### src/rtl/rv32i_types.sv
// Shared rename-stage types: physical register index, free-list geometry and
// a way-count popcount helper.
package rv32i_types;

  localparam int SS            = 2;
  localparam int TABLE_ENTRIES = 64;
  localparam int ARCH_REGS     = 32;

  localparam int PREG_IDX_W = $clog2(TABLE_ENTRIES);
  localparam int FREE_DEPTH = TABLE_ENTRIES - ARCH_REGS;
  // Free-list index width; FREE_DEPTH must be a power of two so the wrap bit
  // alone distinguishes full from empty.
  localparam int FL_IDX_W   = $clog2(FREE_DEPTH);
  localparam int FL_PTR_W   = FL_IDX_W + 1;
  localparam int SS_CNT_W   = $clog2(SS + 1);

  typedef logic [PREG_IDX_W-1:0] preg_idx_t;
  typedef logic [FL_PTR_W-1:0]   fl_ptr_t;

  function automatic logic [SS_CNT_W-1:0] popcount_ss(input logic [SS-1:0] v);
    logic [SS_CNT_W-1:0] cnt;
    cnt = '0;
    for (int i = 0; i < SS; i++) cnt = cnt + SS_CNT_W'(v[i]);
    return cnt;
  endfunction

endpackage

### src/rtl/phys_reg_free_list.sv
// Physical register free list: circular buffer of free indices with
// speculative (head), committed (commit_head) and push (tail) pointers.
module phys_reg_free_list
  import rv32i_types::*;
(
  input  logic                clk,
  input  logic                rst,
  input  logic [SS-1:0]       alloc_req,
  output logic                alloc_gnt,
  output preg_idx_t           alloc_preg [SS],
  input  logic [SS-1:0]       commit_en,
  input  preg_idx_t           commit_old_preg [SS],
  input  logic                flush,
  output logic [FL_IDX_W:0]   free_count,
  output logic                err
);

  fl_ptr_t             head, commit_head, tail;
  fl_ptr_t             head_next, commit_head_next, tail_next;
  fl_ptr_t             rd_ptr;
  fl_ptr_t             wr_ptr [SS];
  fl_ptr_t             spec_ahead;
  preg_idx_t           fl_mem [FREE_DEPTH];
  logic [SS_CNT_W-1:0] n_req, n_com;
  logic                zero_preg, overflow, passes_head;

  assign n_req      = popcount_ss(alloc_req);
  assign n_com      = popcount_ss(commit_en);
  assign free_count = tail - head;
  assign alloc_gnt  = !flush && (FL_PTR_W'(n_req) <= free_count);
  assign spec_ahead = head - commit_head;

  // Grants compact in way order: each requesting way consumes the next entry.
  always_comb begin
    // NOTE: every always_comb output gets a default first so no path can infer a latch.
    rd_ptr = head;
    for (int i = 0; i < SS; i++) begin
      alloc_preg[i] = fl_mem[rd_ptr[FL_IDX_W-1:0]];
      if (alloc_req[i]) rd_ptr = rd_ptr + fl_ptr_t'(1);
    end
  end

  always_comb begin
    zero_preg = 1'b0;
    for (int i = 0; i < SS; i++) begin
      wr_ptr[i] = tail + fl_ptr_t'(popcount_ss(commit_en & SS'((1 << i) - 1)));
      if (commit_en[i] && commit_old_preg[i] == '0) zero_preg = 1'b1;
    end
  end

  assign overflow    = (FL_PTR_W + 1)'(free_count) + (FL_PTR_W + 1)'(n_com)
                       > (FL_PTR_W + 1)'(FREE_DEPTH);
  assign passes_head = spec_ahead < FL_PTR_W'(n_com);

  always_comb begin
    tail_next        = tail + FL_PTR_W'(n_com);
    commit_head_next = commit_head + FL_PTR_W'(n_com);
    head_next        = head;
    if (flush)          head_next = commit_head_next;
    else if (alloc_gnt) head_next = head + FL_PTR_W'(n_req);
  end

  always_ff @(posedge clk or negedge rst) begin
    if (!rst) begin
      head        <= '0;
      commit_head <= '0;
      tail        <= fl_ptr_t'(FREE_DEPTH);
      err         <= 1'b0;
      // NOTE: this storage is reset on purpose; its reset contents are the initial free pool.
      for (int k = 0; k < FREE_DEPTH; k++) fl_mem[k] <= preg_idx_t'(ARCH_REGS + k);
    end else begin
      head        <= head_next;
      commit_head <= commit_head_next;
      tail        <= tail_next;
      err         <= err | zero_preg | overflow | passes_head;
      for (int i = 0; i < SS; i++)
        if (commit_en[i]) fl_mem[wr_ptr[i][FL_IDX_W-1:0]] <= commit_old_preg[i];
    end
  end

endmodule

### config.mk
export PLATFORM = sky130hd
export DESIGN_NAME = phys_reg_free_list
export DESIGN_NICKNAME = d
export VERILOG_FILES = /design/src/rtl/rv32i_types.sv /design/src/rtl/phys_reg_free_list.sv
export SDC_FILE = /design/constraint.sdc
export NUM_CORES = 1
export LEC_CHECK = 0
export CORE_ASPECT_RATIO = 1.75
export CORE_MARGIN = 2
export CORE_UTILIZATION = 42
export CTS_BUF_LIST = sky130_fd_sc_hd__clkbuf_16
export DETAILED_ROUTE_END_ITERATION = 7
export PLACE_DENSITY = 0.69
export SYNTH_ARGS = -nofsm -noshare
export SYNTH_HDL_FRONTEND = slang
export SYNTH_SLANG_ARGS = --single-unit
### constraint.sdc
create_clock -name clk -period 5.91 [get_ports clk]
set_clock_uncertainty 0.15 [all_clocks]
set_input_delay 1.182 -clock clk [delete_from_list [all_inputs] [get_ports clk]]
set_output_delay 1.182 -clock clk [all_outputs]
set_load 0.02 [all_outputs]
### Word level (Yosys, flattened, before mapping)

Cells that the tools add are included.

| storage, ports and cells | value |
|---|---|
| register bits | 211 |
| latch bits | 0 |
| memory bits (writable) | 0 |
| memory bits (read-only) | 0 |
| input port bits | 19 |
| output and inout port bits | 20 |
| logic and storage cells | 90 |
| memories | 0 |

| operators by class | value |
|---|---|
| $add $sub $neg | 10 |
| multiply operators | 0 |
| divide/modulo/power cells | 0 |
| magnitude comparators | 9 |
| equal/unequal tests | 0 |
| shift operators | 0 |
| muxes and demuxes | 19 |
| bitwise logic cells | 7 |
| reductions and logical operators | 9 |

Operators with widths:

| cell | count |
|---|---|
| 192-bit bitwise mux | 2 |
| 192-bit two-way mux | 2 |
| 6-bit binary-select mux with 5-bit select | 2 |
| 6-bit demux with 5-bit select | 2 |
| 6-bit two-way mux | 8 |
| 6-bit greater-or-equal comparator, second input constant | 4 |
| 5-bit NOT with 6-bit output | 4 |
| 6-bit by 2-bit adder with 6-bit output | 3 |
| 6-bit logical NOT | 2 |
| 6-bit by 1-bit less-than comparator with 1-bit output, second input constant | 2 |
| 6-bit subtractor | 2 |
| 6-bit by 2-bit adder with 7-bit output | 1 |
| 7-bit by 6-bit > comparator with 1-bit output, second input constant | 1 |
| 2-bit by 6-bit <= comparator with 1-bit output | 1 |
| 6-bit by 2-bit less-than comparator with 1-bit output | 1 |
| 5-bit by 1-bit adder with 5-bit output | 1 |
| 5-bit by 1-bit adder with 5-bit output, second input constant | 1 |
| 1-bit logical AND | 5 |
| 5-bit two-way mux | 1 |
| 1-bit by 1-bit adder with 2-bit output | 2 |
| 1-bit OR | 3 |
| 1-bit two-way mux | 2 |
| 2-bit nonzero test | 1 |
| 1-bit logical NOT | 1 |

### Longest topological paths before layout

| logic depth | value |
|---|---|
| depth after elaboration | 9 |
| mapped depth | 13 |
| gate-level depth less buffers | 11 |

### Worst setup path after synthesis

OpenSTA, ideal clock, no wires.

| timing path | value |
|---|---|
| path kind | register to output |
| start | reg head[1] |
| end | out alloc_gnt |
| arrival | 3.129 ns |
| required time | 4.578 ns |
| path slack | 1.449 ns |
| cell stages (with the launch flop) | 12 |
| buffers on the path | 3 |
| path through | dfrtp_1 > clkbuf_8 > clkbuf_8 > clkbuf_1 > inv_1 > fa_1 > inv_1 > ha_1 > a21oi_1 > a21oi_1 > nor4b_2 > a21oi_1 |

| on the way | value |
|---|---|
| longest elaborated chain between the ends | 3 |

Ends and longest elaborated chain:

| what | RTL line | source |
|---|---|---|
| start: declaration | phys_reg_free_list.sv:18 | `fl_ptr_t head, commit_head, tail;` |
| start signal: assignment | phys_reg_free_list.sv:72 | `head <= head_next;` |
| 6-bit subtractor | phys_reg_free_list.sv:29 | `assign free_count = tail - head;` |
| net free_count[1] | phys_reg_free_list.sv:14 | `output logic [FL_IDX_W:0] free_count,` |
| 2-bit by 6-bit <= comparator with 1-bit output | phys_reg_free_list.sv:30 | `assign alloc_gnt = !flush && (FL_PTR_W'(n_req) <= free_count);` |
| 1-bit logical AND | phys_reg_free_list.sv:30 |  |
| end: declaration | phys_reg_free_list.sv:9 | `output logic alloc_gnt,` |

The timed path passes the listed nets, and every way through them passes these cells.

==> metrics.yaml <==
outcome: "finished, final reports clean"
syn_area_um2: 15000
critPathLaunch: "head[0]"
hold_viol: 0
fin_crit_ns: 5.46
cts_tree: "yes"
syn_avg_cell_area_um2: 10.0
synth_top_area_share_pct: 19.8
fin_tns_setup_ns: 0
start_kind: "flip-flop"
rrSetupSlack_ns: 2.27
p_leak_nw: 6.65
area_delta_synth_final_pct: 8.21
reg2reg_from: "head[0]"
yosys_warnings: 0
ys_types: 72
crit_fanout: 42
crit_arrival_ns: 4.13
post-route-period-util_pct: 92.3
netlist_instances: 1496
gp_congestion: 1.01
die_w_um: 147
grt_pass1_wl_um: 74100
cts_sinks: 211
first_global_vias: 11900
end_kind: "output port"
htreeDepth: 1
worstMarginPinSlew_ns: 1.10
num_vias: 12000
vdd_drop_max_mv: 0.406
numCtsBuffers: 21
postRouteWirelength_um: 49000
rows: 91
antenna_left: 0
fin_ws_ns: 0.453
max_freq_mhz: 183
syn_nets: 1547
slew_viol_final: 0
drive_gt1_share_pct: 19.3
dieArea_um2: 37300
cts_hold_buf: 0
drt_iter0_markers: 954
clk_pin_slew_ns: 0.07
grt_max_degree: 97
portBuffers: 38
maxCapViolations: 0
drc: 0
core_area_um2: 35200
r2r_end: "head[2]"
dp_slack_ns: 0.858
power_density_nw_per_um2: 662
cts_setup_buffers: 0
ios: 39
crit_path_end: "alloc_preg[0]"
power_mw: 10.7
clkLatencyLatePin_ns: 0.52
antenna_found_initial: 0
synth_edf_count: 0
cp.required_ns: 4.58
synth_seq_cells: 211
root_buffer: "clkbuf_16"
critPathKind: "reg2out"
synth_ff_type: "dfstp_2"
wl_per_cell_um: 25.3
slew_headroom_pct: 26.5
min-delay-path-class: "reg2reg"
yosysTopAreaCell: "dfstp_2"
reg2reg_depth: 10
synth-seq-area-share_pct: 36.2
n_antenna_cell: 0
grt_usage_pct: 26.4
rsz0062_at_grt: "no"
overflow: 0
post_cts_resized: 0
viasPerCell: 6.18
cts_max_path_buffers: 3
netlist_top_cells_area: "dfstp_2, dfrtp_1, mux2i_1"
die_h_um: 254
drtPass1Iterations: 7
async_flop_share_pct: 100
setup_viol: 0
place_hpwl_um: 34800
start_util_pct: 42.6
final_nets: 1509
cells by family (layout without fill, tap and decap cells):
family                     count (synthesis)  count (layout)  share of synthesized area, %
and+or+nand+nor                          466             466                          13.3
muxes                                    322             322                          30.3
AOI/OAI and AO/OA                        285             285                          10.8
DFF                                      211             211                          36.2
buffers and inverters                    161             136                          5.38
adders and majority gates                 32              32                          2.97
xor gates and xnor gates                  19              19                          1.11
worst min-delay path by stage:
stage / slack (ns) / cells after the start / from / endpoint
CTS: 0.38 / 1 / commit_head[5] / commit_head[5]
global placement: 0.36 / 1 / commit_head[5] / commit_head[5]
floorplan: 0.33 / 1 / commit_head[3] / commit_head[3]
finish: 0.38 / 1 / tail[5] / tail[5]
global route: 0.40 / 1 / commit_head[5] / commit_head[5]
detailed placement: 0.37 / 1 / commit_head[5] / commit_head[5]
where the power goes:
part / leakage [nW] / total [mW] / internal [mW] / switching (mW)
combinational: 3.92 / 6.34 / 2.88 / 3.46
clock: 0.334 / 1.33 / 0.725 / 0.605
sequential: 2.39 / 3.07 / 2.38 / 0.689
total: 6.65 / 10.7 / 5.99 / 4.75
cell type report:
cell class / count / area [µm²]
Fill cell: 3223 / 19000
Clock buffer: 24 / 601
Clock inverter: 12 / 55.1
Timing Repair Buffer: 71 / 677
Inverter: 29 / 109
Multi-Input combinational cell: 1124 / 8770
Sequential cell: 211 / 5430
Tap cell: 465 / 582
synthesized netlist by cell type (all sizes together), types with 3 or more instances:
cell type	count
a21boi	3
a31oi	11
nand4	6
o311ai	3
a22o	5
mux4	101
dfstp	113
o21a	3
xor2	5
nor2	115
nand3	26
dfrtp	98
nor2b	5
mux2	5
nor3	12
and3	11
a211oi	3
xnor2	14
nand3b	5
o21ai	156
o221ai	8
nor4	5
and2	4
clkbuf	90
buf	42
and3b	4
nand2	255
fa	6
a21o	6
nor3b	6
mux2i	216
inv	28
a21oi	65
ha	26
nor4b	3
stage by stage:
stage | utilization (%) | cells | cell area (µm²) | hold WS, ns
after global placement | 44.2 | 1900 | 15600 | 0.362
after detailed placement | 44.2 | 1900 | 15600 | 0.366
final | 46.1 | 1936 | 16200 | 0.382
after global routing | 46.1 | 1936 | 16200 | 0.398
after floorplan | - | 1496 | 15000 | 0.331
after CTS | 46.1 | 1936 | 16200 | 0.378
worst max-delay path, stage by stage (launching register included):
cell	delay, ns
dfrtp_4	0.69
ha_2	0.44
buf_12	0.33
mux4_2	0.61
nor2_1	0.11
nor2_1	0.07
mux4_2	0.44
mux2_2	0.31
clkdlybuf4s50_1	0.54
layer usage:
| metal | wire length (µm) | share of wire, % | global-route usage, % | up-vias |
|---|---|---|---|---|
| li1 | - | - | - | 5326 |
| met4 | 4110 | 8.4 | 19.3 | 0 |
| met2 | 24700 | 50 | 46.0 | 545 |
| met3 | 2850 | 5.8 | 3.59 | 172 |
| met5 | 0 | 0 | 0 | - |
| met1 | 17300 | 35 | 29.4 | 5914 |
cells in the final DEF, fill, tap and decap left out, types with 5 or more instances in the layout:
master / Yosys / final
a21o_1: 6 / 6
a21oi_1: 65 / 65
a31oi_1: 11 / 11
and3_1: 11 / 11
buf_4: 3 / 29
clkbuf_16: 0 / 24
clkdlybuf4s50_1: 0 / 36
clkinv_1: 1 / 5
dfrtp_1: 98 / 96
dfstp_2: 113 / 113
fa_1: 6 / 6
ha_1: 26 / 25
inv_1: 27 / 30
mux2_2: 5 / 5
mux2i_1: 216 / 216
mux4_1: 12 / 12
mux4_2: 89 / 89
nand2_1: 254 / 254
nand3_1: 26 / 26
nand3b_1: 5 / 5
nand4_1: 6 / 6
nor2_1: 115 / 115
nor2b_1: 5 / 5
nor3_1: 12 / 12
nor3b_1: 6 / 6
nor4_1: 5 / 5
o21ai_0: 156 / 156
o221ai_1: 8 / 8
xnor2_1: 14 / 13
xor2_1: 5 / 5
flip-flops by register name, summed over array words and instances, names as in the netlist:
| signal | count |
|---|---|
| commit_head | 6 |
| head | 6 |
| fl_mem | 192 |
| err | 1 |
| tail | 6 |
Power figures use the tool's default switching activity.
